==> src/rtl/xcvr_reset_seq.sv <==
// ---------------------------------------------------------------------------
// xcvr_reset_seq
//
// Multi-channel transceiver reset sequencer. For every channel an independent
// TX and RX state machine walk ANA -> DIG -> RDYW -> RDY, driving the PHY
// analog reset, digital reset and ready flags in the order the PHY requires.
//
// Optional feature macro: XCVR_RESET_LOCK_MON_EN
//   defined   : RX lock monitor. A run of LOCK_LOSS_CYCLES consecutive
//               unlocked cycles in R_DIG/R_RDYW/R_RDY sends RX back to R_DIG
//               and bumps a per-channel saturating 8-bit lock-loss counter.
//   undefined : lock only gates R_DIG counting and lock_loss_count reads 0.
//
// All outputs are registered. Next values are computed from the next state,
// so outputs change on the same edge as the state transition.
// ---------------------------------------------------------------------------
module xcvr_reset_seq #(
    parameter int NUM_CH           = 1,
    parameter int CNT_W            = 16,
    parameter int ANALOG_CYCLES    = 4,
    parameter int TX_DIG_CYCLES    = 625,
    parameter int RX_DIG_CYCLES    = 500,
    parameter int READY_CYCLES     = 10,
    parameter int LOCK_LOSS_CYCLES = 4
) (
    input  logic                  clk,
    input  logic                  reset_n,
    input  logic [NUM_CH-1:0]     ch_reset_req,
    input  logic [NUM_CH-1:0]     tx_cal_busy,
    input  logic [NUM_CH-1:0]     rx_cal_busy,
    input  logic [NUM_CH-1:0]     rx_is_lockedtodata,
    output logic [NUM_CH-1:0]     tx_analogreset,
    output logic [NUM_CH-1:0]     tx_digitalreset,
    output logic [NUM_CH-1:0]     tx_ready,
    output logic [NUM_CH-1:0]     rx_analogreset,
    output logic [NUM_CH-1:0]     rx_digitalreset,
    output logic [NUM_CH-1:0]     rx_ready,
    output logic [8*NUM_CH-1:0]   lock_loss_count
);

    typedef enum logic [1:0] {
        T_ANA  = 2'd0,
        T_DIG  = 2'd1,
        T_RDYW = 2'd2,
        T_RDY  = 2'd3
    } tx_state_e;

    typedef enum logic [1:0] {
        R_ANA  = 2'd0,
        R_DIG  = 2'd1,
        R_RDYW = 2'd2,
        R_RDY  = 2'd3
    } rx_state_e;

    localparam logic [CNT_W-1:0] CNT_ONE  = {{(CNT_W-1){1'b0}}, 1'b1};
    localparam logic [CNT_W-1:0] CNT_ZERO = {CNT_W{1'b0}};

    // A duration of zero behaves like a duration of one cycle.
    function automatic logic [CNT_W-1:0] load_val(input int n);
        logic [CNT_W-1:0] v;
        if (n <= 0) begin
            v = CNT_ONE;
        end else begin
            v = n[CNT_W-1:0];
        end
        return v;
    endfunction

    localparam logic [CNT_W-1:0] ANA_LOAD = load_val(ANALOG_CYCLES);
    localparam logic [CNT_W-1:0] TXD_LOAD = load_val(TX_DIG_CYCLES);
    localparam logic [CNT_W-1:0] RXD_LOAD = load_val(RX_DIG_CYCLES);
    localparam logic [CNT_W-1:0] RDY_LOAD = load_val(READY_CYCLES);
`ifdef XCVR_RESET_LOCK_MON_EN
    localparam logic [CNT_W-1:0] LL_LOAD  = load_val(LOCK_LOSS_CYCLES);
`endif

    for (genvar g = 0; g < NUM_CH; g++) begin : g_ch

        // ------------------------------------------------------------------
        // TX sequencer
        // ------------------------------------------------------------------
        tx_state_e        tx_state_q, tx_state_d;
        logic [CNT_W-1:0] tx_cnt_q, tx_cnt_d;
        logic             tx_ana_q, tx_ana_d;
        logic             tx_dig_q, tx_dig_d;
        logic             tx_rdy_q, tx_rdy_d;

        // TX next state: the counter reloads on entry and the state is left
        // on the enabled cycle that finds the counter at one.
        always_comb begin
            tx_state_d = tx_state_q;
            tx_cnt_d   = tx_cnt_q;
            if (ch_reset_req[g]) begin
                tx_state_d = T_ANA;
                tx_cnt_d   = ANA_LOAD;
            end else begin
                case (tx_state_q)
                    T_ANA: begin
                        if (tx_cnt_q == CNT_ONE) begin
                            tx_state_d = T_DIG;
                            tx_cnt_d   = TXD_LOAD;
                        end else begin
                            tx_cnt_d   = tx_cnt_q - CNT_ONE;
                        end
                    end
                    T_DIG: begin
                        if (tx_cal_busy[g]) begin
                            tx_cnt_d   = tx_cnt_q;
                        end else if (tx_cnt_q == CNT_ONE) begin
                            tx_state_d = T_RDYW;
                            tx_cnt_d   = RDY_LOAD;
                        end else begin
                            tx_cnt_d   = tx_cnt_q - CNT_ONE;
                        end
                    end
                    T_RDYW: begin
                        if (tx_cnt_q == CNT_ONE) begin
                            tx_state_d = T_RDY;
                            tx_cnt_d   = CNT_ONE;
                        end else begin
                            tx_cnt_d   = tx_cnt_q - CNT_ONE;
                        end
                    end
                    T_RDY: begin
                        tx_state_d = T_RDY;
                    end
                    default: begin
                        tx_state_d = T_ANA;
                        tx_cnt_d   = ANA_LOAD;
                    end
                endcase
            end
            tx_ana_d = (tx_state_d == T_ANA);
            tx_dig_d = (tx_state_d == T_ANA) || (tx_state_d == T_DIG);
            tx_rdy_d = (tx_state_d == T_RDY);
        end

        // TX state, counter and registered outputs.
        always_ff @(posedge clk or negedge reset_n) begin
            if (!reset_n) begin
                tx_state_q <= T_ANA;
                tx_cnt_q   <= ANA_LOAD;
                tx_ana_q   <= 1'b1;
                tx_dig_q   <= 1'b1;
                tx_rdy_q   <= 1'b0;
            end else begin
                tx_state_q <= tx_state_d;
                tx_cnt_q   <= tx_cnt_d;
                tx_ana_q   <= tx_ana_d;
                tx_dig_q   <= tx_dig_d;
                tx_rdy_q   <= tx_rdy_d;
            end
        end

        // ------------------------------------------------------------------
        // RX sequencer
        // ------------------------------------------------------------------
        rx_state_e        rx_state_q, rx_state_d;
        logic [CNT_W-1:0] rx_cnt_q, rx_cnt_d;
        logic             rx_ana_q, rx_ana_d;
        logic             rx_dig_q, rx_dig_d;
        logic             rx_rdy_q, rx_rdy_d;
        logic             rx_en_s;
`ifdef XCVR_RESET_LOCK_MON_EN
        logic [CNT_W-1:0] run_q, run_d;
        logic [7:0]       llc_q, llc_d;
        logic             mon_s;
        logic             loss_s;
`endif

        // RX next state. Priority: channel request, lock loss (when the
        // monitor is built in), then normal counting. R_DIG only counts while
        // calibration is idle and the CDR is locked to data.
        always_comb begin
            rx_state_d = rx_state_q;
            rx_cnt_d   = rx_cnt_q;
            rx_en_s    = ~rx_cal_busy[g] & rx_is_lockedtodata[g];
`ifdef XCVR_RESET_LOCK_MON_EN
            run_d      = run_q;
            llc_d      = llc_q;
            mon_s      = (rx_state_q != R_ANA);
            loss_s     = mon_s & ~rx_is_lockedtodata[g] & (run_q == (LL_LOAD - CNT_ONE));
`endif
            if (ch_reset_req[g]) begin
                rx_state_d = R_ANA;
                rx_cnt_d   = ANA_LOAD;
            end
`ifdef XCVR_RESET_LOCK_MON_EN
            else if (loss_s) begin
                rx_state_d = R_DIG;
                rx_cnt_d   = RXD_LOAD;
                llc_d      = (llc_q == 8'hFF) ? llc_q : (llc_q + 8'd1);
            end
`endif
            else begin
                case (rx_state_q)
                    R_ANA: begin
                        if (rx_cnt_q == CNT_ONE) begin
                            rx_state_d = R_DIG;
                            rx_cnt_d   = RXD_LOAD;
                        end else begin
                            rx_cnt_d   = rx_cnt_q - CNT_ONE;
                        end
                    end
                    R_DIG: begin
                        if (!rx_en_s) begin
                            rx_cnt_d   = rx_cnt_q;
                        end else if (rx_cnt_q == CNT_ONE) begin
                            rx_state_d = R_RDYW;
                            rx_cnt_d   = RDY_LOAD;
                        end else begin
                            rx_cnt_d   = rx_cnt_q - CNT_ONE;
                        end
                    end
                    R_RDYW: begin
                        if (rx_cnt_q == CNT_ONE) begin
                            rx_state_d = R_RDY;
                            rx_cnt_d   = CNT_ONE;
                        end else begin
                            rx_cnt_d   = rx_cnt_q - CNT_ONE;
                        end
                    end
                    R_RDY: begin
                        rx_state_d = R_RDY;
                    end
                    default: begin
                        rx_state_d = R_ANA;
                        rx_cnt_d   = ANA_LOAD;
                    end
                endcase
            end
`ifdef XCVR_RESET_LOCK_MON_EN
            // The unlocked-run counter restarts on lock, on any state change
            // (a lock-loss re-entry of R_DIG included) and outside the
            // monitored states.
            if (ch_reset_req[g] || loss_s || (rx_state_d != rx_state_q) ||
                rx_is_lockedtodata[g] || !mon_s) begin
                run_d = CNT_ZERO;
            end else begin
                run_d = run_q + CNT_ONE;
            end
`endif
            rx_ana_d = (rx_state_d == R_ANA);
            rx_dig_d = (rx_state_d == R_ANA) || (rx_state_d == R_DIG);
            rx_rdy_d = (rx_state_d == R_RDY);
        end

        // RX state, counter and registered outputs.
        always_ff @(posedge clk or negedge reset_n) begin
            if (!reset_n) begin
                rx_state_q <= R_ANA;
                rx_cnt_q   <= ANA_LOAD;
                rx_ana_q   <= 1'b1;
                rx_dig_q   <= 1'b1;
                rx_rdy_q   <= 1'b0;
            end else begin
                rx_state_q <= rx_state_d;
                rx_cnt_q   <= rx_cnt_d;
                rx_ana_q   <= rx_ana_d;
                rx_dig_q   <= rx_dig_d;
                rx_rdy_q   <= rx_rdy_d;
            end
        end

`ifdef XCVR_RESET_LOCK_MON_EN
        // Lock-loss run length and event counter; only reset_n clears the
        // event counter, a channel request leaves it untouched.
        always_ff @(posedge clk or negedge reset_n) begin
            if (!reset_n) begin
                run_q <= CNT_ZERO;
                llc_q <= 8'd0;
            end else begin
                run_q <= run_d;
                llc_q <= llc_d;
            end
        end

        assign lock_loss_count[8*g +: 8] = llc_q;
`else
        assign lock_loss_count[8*g +: 8] = 8'd0;
`endif

        assign tx_analogreset[g]  = tx_ana_q;
        assign tx_digitalreset[g] = tx_dig_q;
        assign tx_ready[g]        = tx_rdy_q;
        assign rx_analogreset[g]  = rx_ana_q;
        assign rx_digitalreset[g] = rx_dig_q;
        assign rx_ready[g]        = rx_rdy_q;
    end

endmodule

==> config.mk <==
export PLATFORM = sky130hd
export DESIGN_NAME = xcvr_reset_seq
export DESIGN_NICKNAME = d
export VERILOG_FILES = /design/src/rtl/xcvr_reset_seq.sv
export SDC_FILE = /design/constraint.sdc
export NUM_CORES = 1
export LEC_CHECK = 0
export CAP_MARGIN = 20
export CORE_ASPECT_RATIO = 0.8
export CORE_MARGIN = 4
export CORE_UTILIZATION = 60
export DETAILED_ROUTE_END_ITERATION = 6
export PLACE_DENSITY = 0.81
export SYNTH_ARGS = -nofsm -noshare
export SYNTH_HDL_FRONTEND = slang
export SYNTH_SLANG_ARGS = --single-unit
==> constraint.sdc <==
create_clock -name clk -period 4.7 [get_ports clk]
set_input_delay 1.41 -clock clk [delete_from_list [all_inputs] [get_ports clk]]
set_output_delay 1.41 -clock clk [all_outputs]
set_load 0.01 [all_outputs]
* Yosys cells after proc, flatten, opt, wreduce, memory -nomap -nowiden
Cells that the tools add are included.
** Word-level totals
- Register bits :: 42
- Input bits :: 6
- Output and inout bits :: 14
** Cells by class
- Add/sub/neg operators :: 2
- Equality and inequality tests :: 14
- Muxes and demuxes :: 24
- Bitwise gates (word level) :: 2
- Reductions and logical operators :: 10
** Operators by type and width (number)
- 16-bit 2-to-1 mux :: 10
- 16-bit one-hot mux with 3 select lines :: 2
- 16-bit by 1-bit == test with 1-bit output, second input constant :: 2
- 16-bit by 1-bit subtractor with 16-bit output, second input constant :: 2
- 2-bit 2-to-1 mux :: 10
- 2-bit one-hot mux with 4 select lines :: 2
- 2-bit == test, second input constant :: 6
- 2-bit by 1-bit == test with 1-bit output, second input constant :: 4
- 2-bit logical NOT :: 4
- 4-bit nonzero test :: 2
- 3-bit inequality test, second input constant :: 2
- 2-bit AND reduction :: 2
- 1-bit logical OR :: 2
- 1-bit bitwise AND :: 1
- 1-bit inverter :: 1

* Depth between registers and ports, before layout
Gate-level depths: netlist (run 1).
- Depth in word-level cells :: 7
- Mapped depth :: 9
- Depth with buffers taken out :: 8

* Worst setup path before layout (run 1)
OpenSTA, ideal clock, no wires.
- Path type :: input-to-reg
- From :: in rx_cal_busy
- To :: reg g_ch[0].rx_cnt_q[7]
- Data arrival time :: 2906 ps
- Required time :: 4617 ps
- Slack :: 1711 ps
- Cell stages on the path :: 6
- Path through :: nand2b_1 a2111oi_2 and2_0 clkbuf_1 a21oi_1 o21ai_0
** Between the ends
- Cells in the longest elaborated chain, start to end :: 4
** Ends and longest elaborated chain
- start, declared :: RTL line 30 : input logic [NUM_CH-1:0] rx_cal_busy,
- 1-bit inverter :: RTL line 177 : rx_en_s = ~rx_cal_busy[g] & rx_is_lockedtodata[g];
- 1-bit bitwise AND :: RTL line 177
- 3-bit inequality test (no source line)
- 2-bit AND reduction (no source line)
- end signal, assigned :: RTL line 258 : rx_cnt_q <= rx_cnt_d;
- end, declared :: RTL line 159 : logic [CNT_W-1:0] rx_cnt_q, rx_cnt_d;
No other way between the ends.
A chain may end at the register's enable or synchronous reset.

* Worst setup path in the final report (run 1)
- From :: in tx_cal_busy
- To :: reg g_ch[0].tx_cnt_q[9]
** Between the ends
- Cells in the longest elaborated chain, start to end :: 2
** Ends and longest elaborated chain
- start, declared :: RTL line 29 : input logic [NUM_CH-1:0] tx_cal_busy,
- 3-bit inequality test (no source line)
- 2-bit AND reduction (no source line)
- end signal, assigned :: RTL line 148 : tx_cnt_q <= tx_cnt_d;
- end, declared :: RTL line 83 : logic [CNT_W-1:0] tx_cnt_q, tx_cnt_d;
No other way between the ends.

==> impl_metrics.json, run 1 <==
{
  "cts.path.max_buffers": 2,
  "cp_slowest_stage_delay_ns": 0.71,
  "finalCoreUtilization_pct": 68.6,
  "slowest_stage": "a21oi_1",
  "fmax_ghz": 0.308,
  "root_buffer": "clkbuf_8",
  "synth_seq_cells": 42,
  "netlist_area_sq_um": 2740,
  "fp-row-count": 21,
  "clock-sinks": 42,
  "ys_types": 57,
  "endpoint_kind": "flip-flop",
  "fin_crit_sh_pct": 69.0,
  "status": "completed",
  "clk-insertion-delay-late_ns": 0.30,
  "maxSlewHeadroom_pct": 38.7,
  "synth_edf_count": 0,
  "async_reset_ff_share_pct": 100,
  "critPathArrivalTime_ns": 3.44,
  "htree_num_levels": 2,
  "die_height_um": 68.5,
  "p_per_area_nw_per_um2": 607,
  "maxCapViolCount": 0,
  "die_w_um": 83.6,
  "syn_inst": 320,
  "drt_iter0_markers": 320,
  "hold_ws_ns": 0.499,
  "min_path_type": "reg -> reg",
  "synth.most_common_cell": "dfrtp_1",
  "ir_worst_vdd_mv": 0.438,
  "cp-start-kind": "primary input",
  "cts_hold_buf": 0,
  "gp_congestion": 0.908,
  "synth_common_cells": "dfrtp_1 (36), o21ai_0 (32), nor2_1 (24), nand2_1 (20)",
  "ctsResizeCount": 0,
  "post_cts.repair.setup_buffers": 0,
  "drt_wl_total_um": 6100,
  "report.final.slew_viol_count": 0,
  "syn_avg_cell_area_sq_um": 8.57,
  "grt_max_degree": 43,
  "area_growth_pct": 7.76,
  "crit_family": "compound AO/OA/AOI/OAI gates",
  "grtUsageTotal_pct": 22.9,
  "synth_area_leaders": "dfrtp_1 (33%), o21ai_0 (5.8%), dfstp_2 (5.7%), ha_1 (5.5%), a21oi_1 (3.5%)",
  "ys_seq_area_share_pct": 38.6,
  "cts.reportedPaths.clkPinSlew_ns": 0.09,
  "drc": 0,
  "fillers": 362,
  "synth_top_area_share_pct": 32.8,
  "synth-main-ff-cell": "dfrtp_1",
  "core-area_sq_um": 4310,
  "ys.warnings.count": 0,
  "die_area_sq_um": 5720,
  "worst_slew_pin_slew_ns": 0.919,
  "setup_tns_ns": 0,
  "routedWlPerCell_um": 15.8,
  "fin_crit_ns": 3.24,
  "grt_pass1_wl_um": 10500,
  "gr-total-overflow": 0,
  "cp.required_ns": 4.89,
  "synth_area_leader_cell": "dfrtp_1",
  "drtAntennaViolNets": 0,
  "grt_pass1_vias": 2182,
  "critPathBufInv": 1,
  "cts_tree": "yes",
  "start_util_pct": 63.6,
  "num_vias": 2437,
  "ioPinCount": 20,
  "nets": 345,
  "placed_cells": 377,
  "rsz0062_at_grt": "false",
  "hpwl_um": 4430,
  "antennaDiodeCount": 0,
  "p_leak_uw": 0.00127,
  "setup_viol": 0,
  "timing.final.hold_violations": 0,
  "crit_path_max_fanout": 13,
  "skew_ns": 0.00752,
  "path_cells": "clkdlybuf4s50_1, nand2_1, a21oi_1, or3_1, o22ai_1, a22o_1",
  "via_per_inst": 6.33,
  "stdcell_count": 385,
  "portBuffers": 11,
  "drt_first_pass_iters": 5,
  "cts_made_buffers": 5,
  "antenna_found_initial": 0,
  "final_layout_size_suffix_gt1_share_pct": 11.0,
  "worst-setup-path-type": "in -> reg"
}
[area by class of cell]
class | instances | area [sq um] | area share, %
multi-input combinational | 244 | 1520 | 51.4
sequential | 42 | 1060 | 35.8
timing repair buffer | 16 | 143 | 4.83
clock buffer | 6 | 82.6 | 2.79
tap | 57 | 71.3 | 2.41
inverter | 18 | 67.6 | 2.29
clock inverter | 2 | 12.5 | 0.423
[per-layer routing]
layer / track usage, % / vias to the layer above / wire length [um]
met4: 7.83 / 0 / 86
met1: 34.2 / 1139 / 3020
met3: 4.69 / 10 / 509
met5: 0 / - / 0
li1: - / 1181 / -
met2: 32.8 / 107 / 2480
[final timing paths]
kind | from | end | slack (ns) | cells after the start
hold reg to reg | g_ch[0].rx_cnt_q[9] | g_ch[0].rx_cnt_q[9] | 0.50 | 1
setup / recovery | tx_cal_busy | g_ch[0].tx_cnt_q[9] | 1.46 | 6
min in group asynchronous | reset_n | g_ch[0].rx_cnt_q[4] | 1.24 | 1
setup reg to reg | g_ch[0].tx_cnt_q[1] | tx_ready | 1.88 | 9
hold / removal | g_ch[0].rx_cnt_q[9] | g_ch[0].rx_cnt_q[9] | 0.50 | 1
max in group asynchronous | reset_n | g_ch[0].tx_cnt_q[5] | 2.89 | 1
[sequential cells by signal (all words and copies together) (netlist names)]
register         flops
tx_ready             1
tx_digitalreset      1
g_ch.tx_state_q      2
g_ch.rx_cnt_q       16
g_ch.tx_cnt_q       16
rx_digitalreset      1
rx_ready             1
g_ch.rx_state_q      2
tx_analogreset       1
rx_analogreset       1
[kinds of logic (layout without fill, tap and decap cells)]
kind of cell	count (synthesis)	in the layout	share of synthesized area, %
compound gates	97	97	22.8
xor+xnor	3	3	0.958
fa+ha+maj	12	12	5.47
buf+inv	41	42	7.16
flops	42	42	38.6
mux	2	2	0.730
other cells	1	8	0.137
simple gates	122	122	24.1
[through the flow]
step                setup WS (ns)  power, uW  area (sq um)
floorplan                    1.71       1310          2770
global placement             1.25       1500          2860
detailed placement           1.16       1520          2860
CTS                          1.48       1770          2960
global route                 1.27       1940          2960
finish                       1.46       1790          2960
[power by group]
| group | internal [uW] | switching [uW] | total, uW |
|---|---|---|---|
| clock | 118 | 131 | 249 |
| combinational | 369 | 540 | 909 |
| sequential | 494 | 141 | 635 |
[cell usage in the layout (no fill, tap or decap), drive strengths merged, types with 5 or more instances in the layout]
master and n:
conb 8, nor2 24, a211oi 5, o21ai 32, a21oi 20, o22ai 6
nor3 19, a22o 6, clkdlybuf4s50 10, ha 12, nand2b 7, clkbuf 6
nand2 20, nor4 10, nand3 7, dfrtp 36, buf 6, or3 7
dfstp 6, inv 18, or2 6, or4 9
Note: power is estimated with default switching activity, not from simulation.
==> inputs of run 2 (changes only) <==
--- a/config.mk
+++ b/config.mk
@@ -8,9 +8,9 @@
 export CAP_MARGIN = 20
 export CORE_ASPECT_RATIO = 0.8
 export CORE_MARGIN = 4
-export CORE_UTILIZATION = 60
+export CORE_UTILIZATION = 53
 export DETAILED_ROUTE_END_ITERATION = 6
-export PLACE_DENSITY = 0.81
+export PLACE_DENSITY = 0.76
 export SYNTH_ARGS = -nofsm -noshare
 export SYNTH_HDL_FRONTEND = slang
 export SYNTH_SLANG_ARGS = --single-unit
==> constraint.sdc (replaced) <==
create_clock -name clk -period 2.7 [get_ports clk]
set_input_delay 0.81 -clock clk [delete_from_list [all_inputs] [get_ports clk]]
set_output_delay 0.81 -clock clk [all_outputs]
set_load 0.01 [all_outputs]
==> run 2 against run 1 <==
Register-to-register slack lost 1.7 ns. Routed wire length grew 4.9%. Non-clock buffer count grew 14. Utilization shrank 7.4 points. First-iteration DRC count shrank 22%. Clock power grew 68%. Largest cell class unchanged.
==> impl_metrics.json, run 2 (same netlist as run 1, synthesis figures left out) <==
{
  "status": "completed",
  "ctsResizeCount": 0,
  "drt_iter0_markers": 250,
  "cts.path.max_buffers": 2,
  "cts.reportedPaths.clkPinSlew_ns": 0.08,
  "hpwl_um": 4760,
  "antennaDiodeCount": 0,
  "gp_congestion": 0.895,
  "worst_slew_pin_slew_ns": 0.731,
  "ioPinCount": 20,
  "p_per_area_nw_per_um2": 1050,
  "cp-start-kind": "flip-flop",
  "die_w_um": 88.4,
  "fin_crit_ns": 2.57,
  "htree_num_levels": 2,
  "cts_tree": "yes",
  "num_vias": 2515,
  "maxCapViolCount": 0,
  "cts_made_buffers": 5,
  "final_common_cell": "dfrtp_1",
  "grtUsageTotal_pct": 21.2,
  "rrSetupSlack_ns": 0.13,
  "core-area_sq_um": 5010,
  "reg.largest.list": "g_ch.rx_cnt_q: 16 flops, g_ch.tx_cnt_q: 16 flops",
  "endpoint_kind": "flip-flop",
  "r2r-start": "g_ch[0].rx_cnt_q[1]",
  "via_per_inst": 6.23,
  "critPathArrivalTime_ns": 2.79,
  "setup_viol": 0,
  "drt_wl_total_um": 6400,
  "cp.required_ns": 2.92,
  "die_area_sq_um": 6400,
  "maxSlewHeadroom_pct": 51.1,
  "r2r_cells": 7,
  "fmax_ghz": 0.389,
  "report.final.slew_viol_count": 0,
  "worst-setup-path-type": "reg -> reg",
  "fin_crit_sh_pct": 95.1,
  "clock-sinks": 42,
  "grt_pass1_wl_um": 10700,
  "drt_first_pass_iters": 6,
  "crit_path_max_fanout": 7,
  "final_layout_size_suffix_gt1_share_pct": 14.0,
  "setup_tns_ns": 0,
  "rsz0062_at_grt": "false",
  "fillers": 447,
  "area_growth_pct": 11.6,
  "clk-insertion-delay-late_ns": 0.29,
  "final_cell_mix": "dfrtp_1 (36), o21ai_0 (32), nor2_1 (24)",
  "post_cts.repair.setup_buffers": 0,
  "gr-total-overflow": 0,
  "drc": 0,
  "drtAntennaViolNets": 0,
  "p_leak_uw": 0.00134,
  "grt_pass1_vias": 2208,
  "fp-row-count": 23,
  "start_util_pct": 54.8,
  "die_height_um": 72.3,
  "ir_worst_vdd_mv": 0.473,
  "root_buffer": "clkbuf_8",
  "r2r_end": "rx_ready",
  "skew_ns": 0.00444,
  "routedWlPerCell_um": 15.8,
  "min_path_type": "in -> async",
  "timing.final.hold_violations": 0,
  "portBuffers": 11,
  "antenna_found_initial": 0,
  "grt_max_degree": 20,
  "totalPowerFinal_uw": 3210,
  "nets": 359,
  "cts_hold_buf": 0
}
-- run 2: cell types whose count changed in the layout (fill, tap and decap cells not counted), sizes merged --
cell,change
clkbuf,+2
clkinv,-1
clkinvlp,-1
buf,+14
-- run 2: worst max path at each step --
| stage | from | endpoint | slack [ns] | depth (start not counted) |
|---|---|---|---|---|
| after floorplan | rx_cal_busy | g_ch[0].rx_cnt_q[7] | 0.31 | 6 |
| after global placement | rx_cal_busy | g_ch[0].rx_cnt_q[12] | 0.16 | 7 |
| after detailed placement | rx_cal_busy | g_ch[0].rx_cnt_q[9] | 0.08 | 6 |
| after CTS | g_ch[0].rx_cnt_q[1] | rx_ready | 0.13 | 7 |
| after global routing | g_ch[0].rx_cnt_q[1] | rx_ready | 0.01 | 7 |
| final | g_ch[0].rx_cnt_q[1] | rx_ready | 0.13 | 7 |
-- run 2: final cells by class --
cell class | count | area [sq um] | share of cell area, %
Multi-Input combinational cell | 244 | 1520 | 49.7
Sequential cell | 42 | 1060 | 34.6
Timing Repair Buffer | 30 | 248 | 8.09
Clock buffer | 8 | 90.1 | 2.94
Tap cell | 62 | 77.6 | 2.53
Inverter | 18 | 67.6 | 2.21
-- run 2: power by group --
group          switching (uW)  total, uW  internal [uW]
clock                     210        418            209
combinational             965       1690            723
sequential                243       1100            860
-- run 2: per-stage QoR --
stage / utilization, % / instances / instance area [sq um] / hold slack [ns] / worst slack [ns]
6_report: 61.1 / 404 / 3060 / 0.439 / 0.132
4_1_cts: 61.1 / 404 / 3060 / 0.452 / 0.126
2_1_floorplan: - / 327 / 2770 / 0.439 / 0.311
3_5_place_dp: 59.3 / 396 / 2970 / 0.489 / 0.0751
3_3_place_gp: 59.3 / 396 / 2970 / 0.469 / 0.155
5_1_grt: 61.1 / 404 / 3060 / 0.460 / 0.0115
-- run 2: critical path, cell delays in order (launching register included) --
cell	delay [ns]
dfrtp_1	0.40
inv_1	0.08
ha_1	0.15
or4b_2	0.61
or4_1	0.57
o21a_1	0.24
or3_4	0.35
a21oi_2	0.10
-- run 2: per-layer routing --
layer | GRT usage, % | vias to the layer above | share of wire, %
met3 | 5.45 | 4 | 8.2
met2 | 27.7 | 103 | 40
met5 | 0 | - | 0
met4 | 5.03 | 0 | 0.73
li1 | - | 1194 | -
met1 | 34.2 | 1214 | 51
==> inputs of run 3 (changes only) <==
--- a/config.mk
+++ b/config.mk
@@ -9,6 +9,7 @@
 export CORE_ASPECT_RATIO = 0.8
 export CORE_MARGIN = 4
 export CORE_UTILIZATION = 53
+export CTS_CLUSTER_DIAMETER = 30
 export DETAILED_ROUTE_END_ITERATION = 6
 export PLACE_DENSITY = 0.76
 export SYNTH_ARGS = -nofsm -noshare
==> results of run 3 <==
Same layout as run 2: the final DEF is identical, and so are final timing and power.
